**config.mk**
```make
export PLATFORM = sky130hd
export DESIGN_NAME = memory_stage
export DESIGN_NICKNAME = d
export VERILOG_FILES = /design/src/rtl/memory_stage_pkg.sv /design/src/rtl/memory_stage_mem_fsm.sv /design/src/rtl/memory_stage.sv
export SDC_FILE = /design/constraint.sdc
export NUM_CORES = 1
export LEC_CHECK = 0
export ABC_AREA = 1
export ABC_CLOCK_PERIOD_IN_PS = 4150
export CAP_MARGIN = 20
export CORE_MARGIN = 3
export CORE_UTILIZATION = 44
export CTS_CLUSTER_SIZE = 20
export DETAILED_ROUTE_END_ITERATION = 6
export PLACE_DENSITY = 0.8
export SYNTH_ARGS = -nofsm -noshare
export SYNTH_HDL_FRONTEND = slang
export SYNTH_SLANG_ARGS = --single-unit
```
**constraint.sdc**
```tcl
create_clock -name clk -period 4.15 [get_ports clk]
set_clock_uncertainty 0.1 [all_clocks]
set_input_delay 0.415 -clock clk [delete_from_list [all_inputs] [get_ports clk]]
set_output_delay 0.415 -clock clk [all_outputs]
set_load 0.03 [all_outputs]
```
**src/rtl/memory_stage_pkg.sv**
```systemverilog
// Shared types for the memory stage: execute/memory pipeline bundles,
// the data-bus FSM state encoding and strobe constants.
package memory_stage_pkg;

    typedef logic [31:0] u32;
    typedef logic [4:0]  creg_addr_t;
    typedef logic [3:0]  strobe_t;

    localparam strobe_t STROBE_WORD = 4'b1111;
    localparam strobe_t STROBE_NONE = 4'b0000;

    typedef struct packed {
        u32         alu_result;
        logic       mem_to_reg;
        logic       mem_write;
        logic       reg_write;
        logic       reg_dst;
        creg_addr_t rt;
        creg_addr_t rd;
    } execute_data_t;

    typedef struct packed {
        logic       valid;
        logic       reg_write;
        creg_addr_t wa;
        u32         wb_data;
    } memory_data_t;

    typedef enum logic [1:0] {
        IDLE = 2'd0,
        ADDR = 2'd1,
        DATA = 2'd2
    } mem_state_t;

    function automatic creg_addr_t dest_reg(input execute_data_t e);
        return e.reg_dst ? e.rd : e.rt;
    endfunction

endpackage

```
**src/rtl/memory_stage_mem_fsm.sv**
```systemverilog
// Request/response sequencer for one data-bus transaction: holds the
// request until the bus accepts it, then waits for the data phase.
module mem_fsm
    import memory_stage_pkg::*;
(
    input  logic       clk,
    input  logic       reset,
    input  logic       i_issue,
    input  logic       i_addr_ok,
    input  logic       i_data_ok,
    output mem_state_t o_state,
    output logic       o_dreq_valid,
    output logic       o_complete
);

    mem_state_t r_state;
    mem_state_t w_next;

    always_ff @(posedge clk or posedge reset) begin
        if (reset) begin
            r_state <= IDLE;
        end else begin
            r_state <= w_next;
        end
    end

    // data_ok seen outside ADDR/DATA is a protocol violation and is ignored
    always_comb begin
        w_next = r_state;
        case (r_state)
            IDLE: if (i_issue) w_next = ADDR;
            ADDR: if (i_addr_ok) w_next = i_data_ok ? IDLE : DATA;
            DATA: if (i_data_ok) w_next = IDLE;
            default: w_next = IDLE;
        endcase
    end

    always_comb begin
        o_dreq_valid = 1'b0;
        o_complete   = 1'b0;
        case (r_state)
            ADDR: begin
                o_dreq_valid = 1'b1;
                o_complete   = i_addr_ok && i_data_ok;
            end
            DATA: o_complete = i_data_ok;
            default: begin
                o_dreq_valid = 1'b0;
                o_complete   = 1'b0;
            end
        endcase
    end

    assign o_state = r_state;

endmodule

```
**src/rtl/memory_stage.sv**
```systemverilog
// Memory pipeline stage: latches the execute result, runs LW/SW on the
// data bus and hands a write-back bundle to the next stage.
module memory_stage
    import memory_stage_pkg::*;
#(
    parameter bit ADDR_ALIGN_CHECK = 1'b1
) (
    input  logic          clk,
    input  logic          reset,
    input  logic          memory_enable,
    input  execute_data_t execute_data_reg,
    input  u32            store_data,
    output logic          dreq_valid,
    output u32            dreq_addr,
    output logic [3:0]    dreq_strobe,
    output u32            dreq_data,
    input  logic          dresp_addr_ok,
    input  logic          dresp_data_ok,
    input  u32            dresp_data,
    output logic          stall,
    output logic          misaligned,
    output memory_data_t  memory_data_reg
);

    execute_data_t r_ex;
    u32            r_store;
    logic          r_pending;
    logic          r_misaligned;
    memory_data_t  r_mem_data;

    mem_state_t    w_state;
    memory_data_t  w_mem_next;
    creg_addr_t    w_wa;
    logic          w_dreq_valid;
    logic          w_complete;
    logic          w_is_mem;
    logic          w_bad_addr;
    logic          w_wen;
    logic          w_idle;
    logic          w_capture;
    logic          w_issue;
    logic          w_trap;
    logic          w_alu_done;

    assign w_is_mem   = r_ex.mem_to_reg | r_ex.mem_write;
    assign w_bad_addr = ADDR_ALIGN_CHECK && (r_ex.alu_result[1:0] != 2'b00);
    assign w_wa       = dest_reg(r_ex);
    assign w_wen      = r_ex.reg_write && (w_wa != '0);
    assign w_idle     = (w_state == IDLE);

    // r_pending marks a latched op the IDLE state has not yet dispatched
    assign stall      = !w_idle || (r_pending && w_is_mem);
    assign w_capture  = memory_enable && !stall;
    assign w_issue    = w_idle && r_pending && w_is_mem && !w_bad_addr;
    assign w_trap     = w_idle && r_pending && w_is_mem && w_bad_addr;
    assign w_alu_done = w_idle && r_pending && !w_is_mem;

    mem_fsm u_fsm (
        .clk          (clk),
        .reset        (reset),
        .i_issue      (w_issue),
        .i_addr_ok    (dresp_addr_ok),
        .i_data_ok    (dresp_data_ok),
        .o_state      (w_state),
        .o_dreq_valid (w_dreq_valid),
        .o_complete   (w_complete)
    );

    always_ff @(posedge clk or posedge reset) begin
        if (reset) begin
            r_ex      <= '0;
            r_store   <= '0;
            r_pending <= 1'b0;
        end else if (w_capture) begin
            r_ex      <= execute_data_reg;
            r_store   <= store_data;
            r_pending <= 1'b1;
        end else if (w_issue || w_trap || w_alu_done) begin
            r_pending <= 1'b0;
        end
    end

    // stores and trapped accesses never write the register file
    always_comb begin
        w_mem_next = '0;
        if (w_alu_done) begin
            w_mem_next.valid     = 1'b1;
            w_mem_next.reg_write = w_wen;
            w_mem_next.wa        = w_wa;
            w_mem_next.wb_data   = r_ex.alu_result;
        end else if (w_trap) begin
            w_mem_next.valid     = 1'b1;
            w_mem_next.reg_write = 1'b0;
            w_mem_next.wa        = w_wa;
            w_mem_next.wb_data   = r_ex.alu_result;
        end else if (w_complete) begin
            w_mem_next.valid     = 1'b1;
            w_mem_next.reg_write = w_wen && !r_ex.mem_write;
            w_mem_next.wa        = w_wa;
            w_mem_next.wb_data   = r_ex.mem_write ? r_ex.alu_result : dresp_data;
        end
    end

    always_ff @(posedge clk or posedge reset) begin
        if (reset) begin
            r_mem_data   <= '0;
            r_misaligned <= 1'b0;
        end else begin
            r_mem_data   <= w_mem_next;
            r_misaligned <= w_trap;
        end
    end

    assign dreq_valid      = w_dreq_valid;
    assign dreq_addr       = w_dreq_valid ? r_ex.alu_result : '0;
    assign dreq_data       = w_dreq_valid ? r_store : '0;
    assign dreq_strobe     = (w_dreq_valid && r_ex.mem_write) ? STROBE_WORD : STROBE_NONE;
    assign misaligned      = r_misaligned;
    assign memory_data_reg = r_mem_data;

endmodule

```
; Word-level counts from Yosys, hierarchy flattened
; Index checks and enable logic that the tools add are counted.
[word_totals]
ff_bits = 121
output_inout_bits = 110
[classes]
bitwise_logic = 1
n_eq_ne = 5
reduce_logical = 24
muxes = 17
[ops]
columns = operator, count
row1 = 39-bit two-way mux, 3
row2 = 32-bit two-way mux, 3
row3 = 1-bit logical AND, 11
row4 = 2-bit two-way mux, 4
row5 = 2-bit case mux with 3 select lines, 1
row6 = 1-bit logical NOT, 5
row7 = 5-bit two-way mux, 1
row8 = 5-bit nonzero test, 1
row9 = 4-bit two-way mux, 1
row10 = 2-bit != test (second input constant), 2
row11 = 2-bit nonzero test, 2
row12 = 1-bit logical OR, 3
row13 = 1-bit two-way mux, 3
row14 = 3-bit AND reduction, 1
row15 = 2-bit by 1-bit == test with 1-bit output (second input constant), 1
row16 = 2-bit == test (second input constant), 1
row17 = 2-bit logical NOT, 1
row18 = 2-bit by 1-bit != test with 1-bit output (second input constant), 1
row19 = 1-bit case mux with 2 select lines, 1
row20 = 1-bit bitwise OR, 1

; Depth between registers and ports, before layout
[depth]
word_depth = 8
ltp_mapped = 9
depth_no_buf = 9

; Modules after synthesis
; Synthesis repeated with hierarchy kept, for this count alone.
[hier_totals]
hier_cells = 728
area_unflattened_um2 = 6055.8
[by_module_without_submodules]
columns = module, area_each_um2, instances, cells_each
row1 = memory_stage, 5863.1, 1, 701
row2 = mem_fsm, 192.7, 1, 27

; Least setup slack after synthesis
; OpenSTA, ideal clock, no wires.
[synth_timing]
path_kind = register to output
start = register u_fsm.r_state[1], in the netlist u_fsm.o_state[1]
end = output port dreq_strobe[1]
setup_slack_ps = 1730
arrival_ps = 1905
path_buffers = 3
required_time_ps = 3635
stages_incl_launch_ff = 8
cell_sequence = dfrtp_1 > inv_1 > ha_1 > clkbuf_1 > buf_2 > nand2_1 > inv_1 > buf_4
[synth_via]
elab_chain_len = 4
[synth_lines]
columns = element, line_no
row1 = from (decl), memory_stage_mem_fsm.sv:16  ; mem_state_t r_state;
row2 = from (signal assigned), memory_stage_mem_fsm.sv:23  ; r_state <= w_next;
row3 = 2-bit by 1-bit == test with 1-bit output, memory_stage_mem_fsm.sv:41  ; case (r_state)
row4 = 1-bit two-way mux, memory_stage_mem_fsm.sv:41
row5 = net dreq_valid, memory_stage.sv:13  ; output logic dreq_valid,
row6 = 1-bit logical AND, memory_stage.sv:117  ; assign dreq_strobe = (w_dreq_valid && r_ex.mem_write) ? STROBE_WORD : STROBE_NONE;
row7 = 4-bit two-way mux, memory_stage.sv:117
row8 = to (decl), memory_stage.sv:15  ; output logic [3:0] dreq_strobe,
; The timed path passes the listed nets, and every way through them passes these cells.

; Worst setup path in the final report
[layout_timing]
start = register u_fsm.r_state[1], in the netlist u_fsm.o_state[1]
end = output port dreq_addr[1]
[layout_via]
elab_chain_len = 3
[layout_lines]
columns = element, line_no
row1 = 2-bit by 1-bit == test with 1-bit output, memory_stage_mem_fsm.sv:41
row2 = 1-bit two-way mux, memory_stage_mem_fsm.sv:41
row3 = 32-bit two-way mux, memory_stage.sv:115  ; assign dreq_addr = w_dreq_valid ? r_ex.alu_result : '0;
row4 = to (decl), memory_stage.sv:14  ; output u32 dreq_addr,
; No other way between the ends.

==> flow_summary_export.csv <==
group,metric,value,unit
clock_tree,clk_pin_slew,0.05,ns
routing,final_antenna_net_count,0,
clock_tree,htree_levels,4,
global_route,overflow,0,
synth,synthArstFlopShare,100,%
power,powerDensity,824,nW/um2
synth,syn_nets,842,
routing,drtIter0Drc,326,
routing,first_pass_iters,6,
finish,fillers,1045,
timing,fin_tns_setup,0,ns
global_route,grt_pass1_vias,4876,
synth,yosysWarnings,0,
finish,antenna_cells,0,
worst_setup_path,cp.arrival,2.64,ns
placement,portBuffers,224,
worst_setup_path,rrSetupSlack,1.24,ns
finish,nets,1052,
worst_setup_path,required,3.63,ns
floorplanning,die_y,121,um
synth,synth-seq-area-share,52.0,%
global_route,grt_usage,21.4,%
global_route,antenna_found_initial,0,
worst_setup_path,cp_cell_sequence,"inv_1, ha_2, buf_12, nand2_1, inv_1, clkdlybuf4s50_1",
floorplanning,rows,41,
clock_tree,clk_path_buf_depth,2,
worst_setup_path,reg2reg_depth,9,
synth,synth_area_per_cell,8.05,um2
timing,setup_violations,0,
worst_setup_path,cp_common_cell,"inv_1",
finish,largest_register_ffs,46,
timing,report.final.slew_viol_count,0,
routing,wire_per_inst,13.6,um
synth,netlist_instances,723,
job,max-cap-violations,0,
worst_setup_path,critPathMaxFanout,43,
floorplanning,die_width,121,um
clock_tree,cts_tree,"yes",
floorplanning,core,12800,um2
worst_setup_path,critPathLaunch,"u_fsm.o_state[1]",
synth,yosysUniqueCellTypes,22,
floorplanning,start_util,45.6,%
routing,wirelength,15200,um
clock_tree,holdBufCountCts,0,
finish,register_area,3030,um2
synth,syn_area,5820,um2
clock_tree,clock_latency,0.40,ns
synth,synth_edf_count,0,
timing,period_needed,3.16,ns
finish,final_util,66.9,%
synth,synth.largest_area_cell,"dfrtp_1",
global_route,grt_max_degree,102,
floorplanning,dieArea,14600,um2
clock_tree,clock_sinks,121,
clock_tree,cts_buffers,17,
worst_setup_path,crit_type,"reg2out",
worst_setup_path,cp_slowest_cell,"clkdlybuf4s50_1",
worst_setup_path,r2r-start,"u_fsm.o_state[1]",
synth,synth_area_leaders,"dfrtp_1, inv_1, nor2_1",
finish,drive_gt1_share,7.72,%
finish,multiInputGateArea,1890,um2
synth,yosysMostFrequentCell,"inv_1",
worst_setup_path,worst_setup_path_start_kind,"register",
timing,timing.fmax,317,MHz
synth,synth-seq-cells,121,
worst_setup_path,r2r_end,"memory_data_reg[24]",
floorplanning,pin_count,225,
global_route,grt_first_pass_wirelength,24500,um
worst_setup_path,end_kind,"primary output",
routing,drc,0,
timing,hold_viol,0,
status,outcome,"complete, no violations",
placement,hpwl,10600,um
synth,synthTopCellsByCount,"inv_1, nor2_1, nand2_1",
routing,via_per_inst,4.55,
placement,gp_congestion,0.823,
timing,min_period_over_period,76.1,%
timing,rsz0062_at_grt,"false",
min_path,hold_class,"in2async",
synth,netlist.area_leader.share,52.0,%
power,irDropWorstVdd,0.000360,V
routing,via_count,5085,
clock_tree,cts_resized,0,
power,p_leak,4.54,nW
clock_tree,post-cts-setup-buffers,0,
worst_setup_path,cp_slowest_stage_delay,0.70,ns
timing,worst_pin_slew,1.06,ns
synth,synthFlopType,"dfrtp_1",
timing,hold_ws,0.340,ns
timing,slew_headroom,29.3,%
finish,syn2layout_area_growth,46.8,%
clock_tree,cts_root_buf,"clkbuf_16",
## cells in the final DEF (no fill, tap or decap), types with 6 or more instances in the layout
| master | n |
|---|---|
| buf_4 | 6 |
| inv_1 | 153 |
| dfrtp_1 | 121 |
| clkbuf_1 | 8 |
| nand2_1 | 133 |
| o21ai_1 | 20 |
| nor2_1 | 139 |
| clkdlybuf4s50_1 | 224 |
| a21oi_1 | 62 |
| o21ai_2 | 22 |
| a21oi_2 | 10 |
| clkbuf_16 | 17 |
## worst max path at each step
stage,cells after the start,slack (ns),end
after floorplan,1,0.42,memory_data_reg[0]
after global placement,6,1.36,r_ex[10]
after detailed placement,9,1.23,memory_data_reg[24]
after CTS,6,0.94,dreq_addr[2]
after global routing,6,0.79,dreq_data[0]
final,6,0.99,dreq_addr[1]
## metrics by stage
stage          total power, mW  setup slack [ns]  cells  cell area (um2)
2_1_floorplan             4.56             0.421    723             5820
3_5_place_dp              5.78              1.23   1086             8030
3_3_place_gp              5.70              1.36   1086             8030
6_report                  7.04             0.993   1117             8540
5_1_grt                   7.52             0.795   1117             8540
4_1_cts                   7.09             0.944   1117             8540
## critical path, delay by kind of cell (launching register included)
| family | cells | cell delay [ns] |
|---|---|---|
| and+or+nand+nor | 1 | 0.08 |
| adders and majority gates | 1 | 0.59 |
| DFF | 1 | 0.38 |
| buffers and inverters | 4 | 1.16 |
## cell type report
type,instances,area share (%)
Clock inverter,3,0.176
Inverter,156,6.88
Clock buffer,28,5.81
Tap cell,172,2.52
Multi-Input combinational cell,406,22.2
Sequential cell,121,35.4
Timing Repair Buffer,231,27.0
## per-layer routing
layer,global-route usage (%),wire (um)
met5,0,0
met4,7.93,293
met3,5.73,1200
met2,35.8,7560
met1,26.4,6180
## power breakdown
part / internal [mW] / total (mW) / switching (mW)
Clock: 0.803 / 1.28 / 0.480
Sequential: 1.69 / 1.95 / 0.258
Combinational: 1.42 / 3.81 / 2.39
Total: 3.91 / 7.04 / 3.13
## cells by family after synthesis
logic type	share of synthesized area (%)
AO/OA/AOI/OAI	12.4
buffers and inverters	15.5
flip-flops	52.0
adder cells (fa/ha/maj)	0.860
AND/OR/NAND/NOR	19.2
Power figures use the tool's default switching activity.
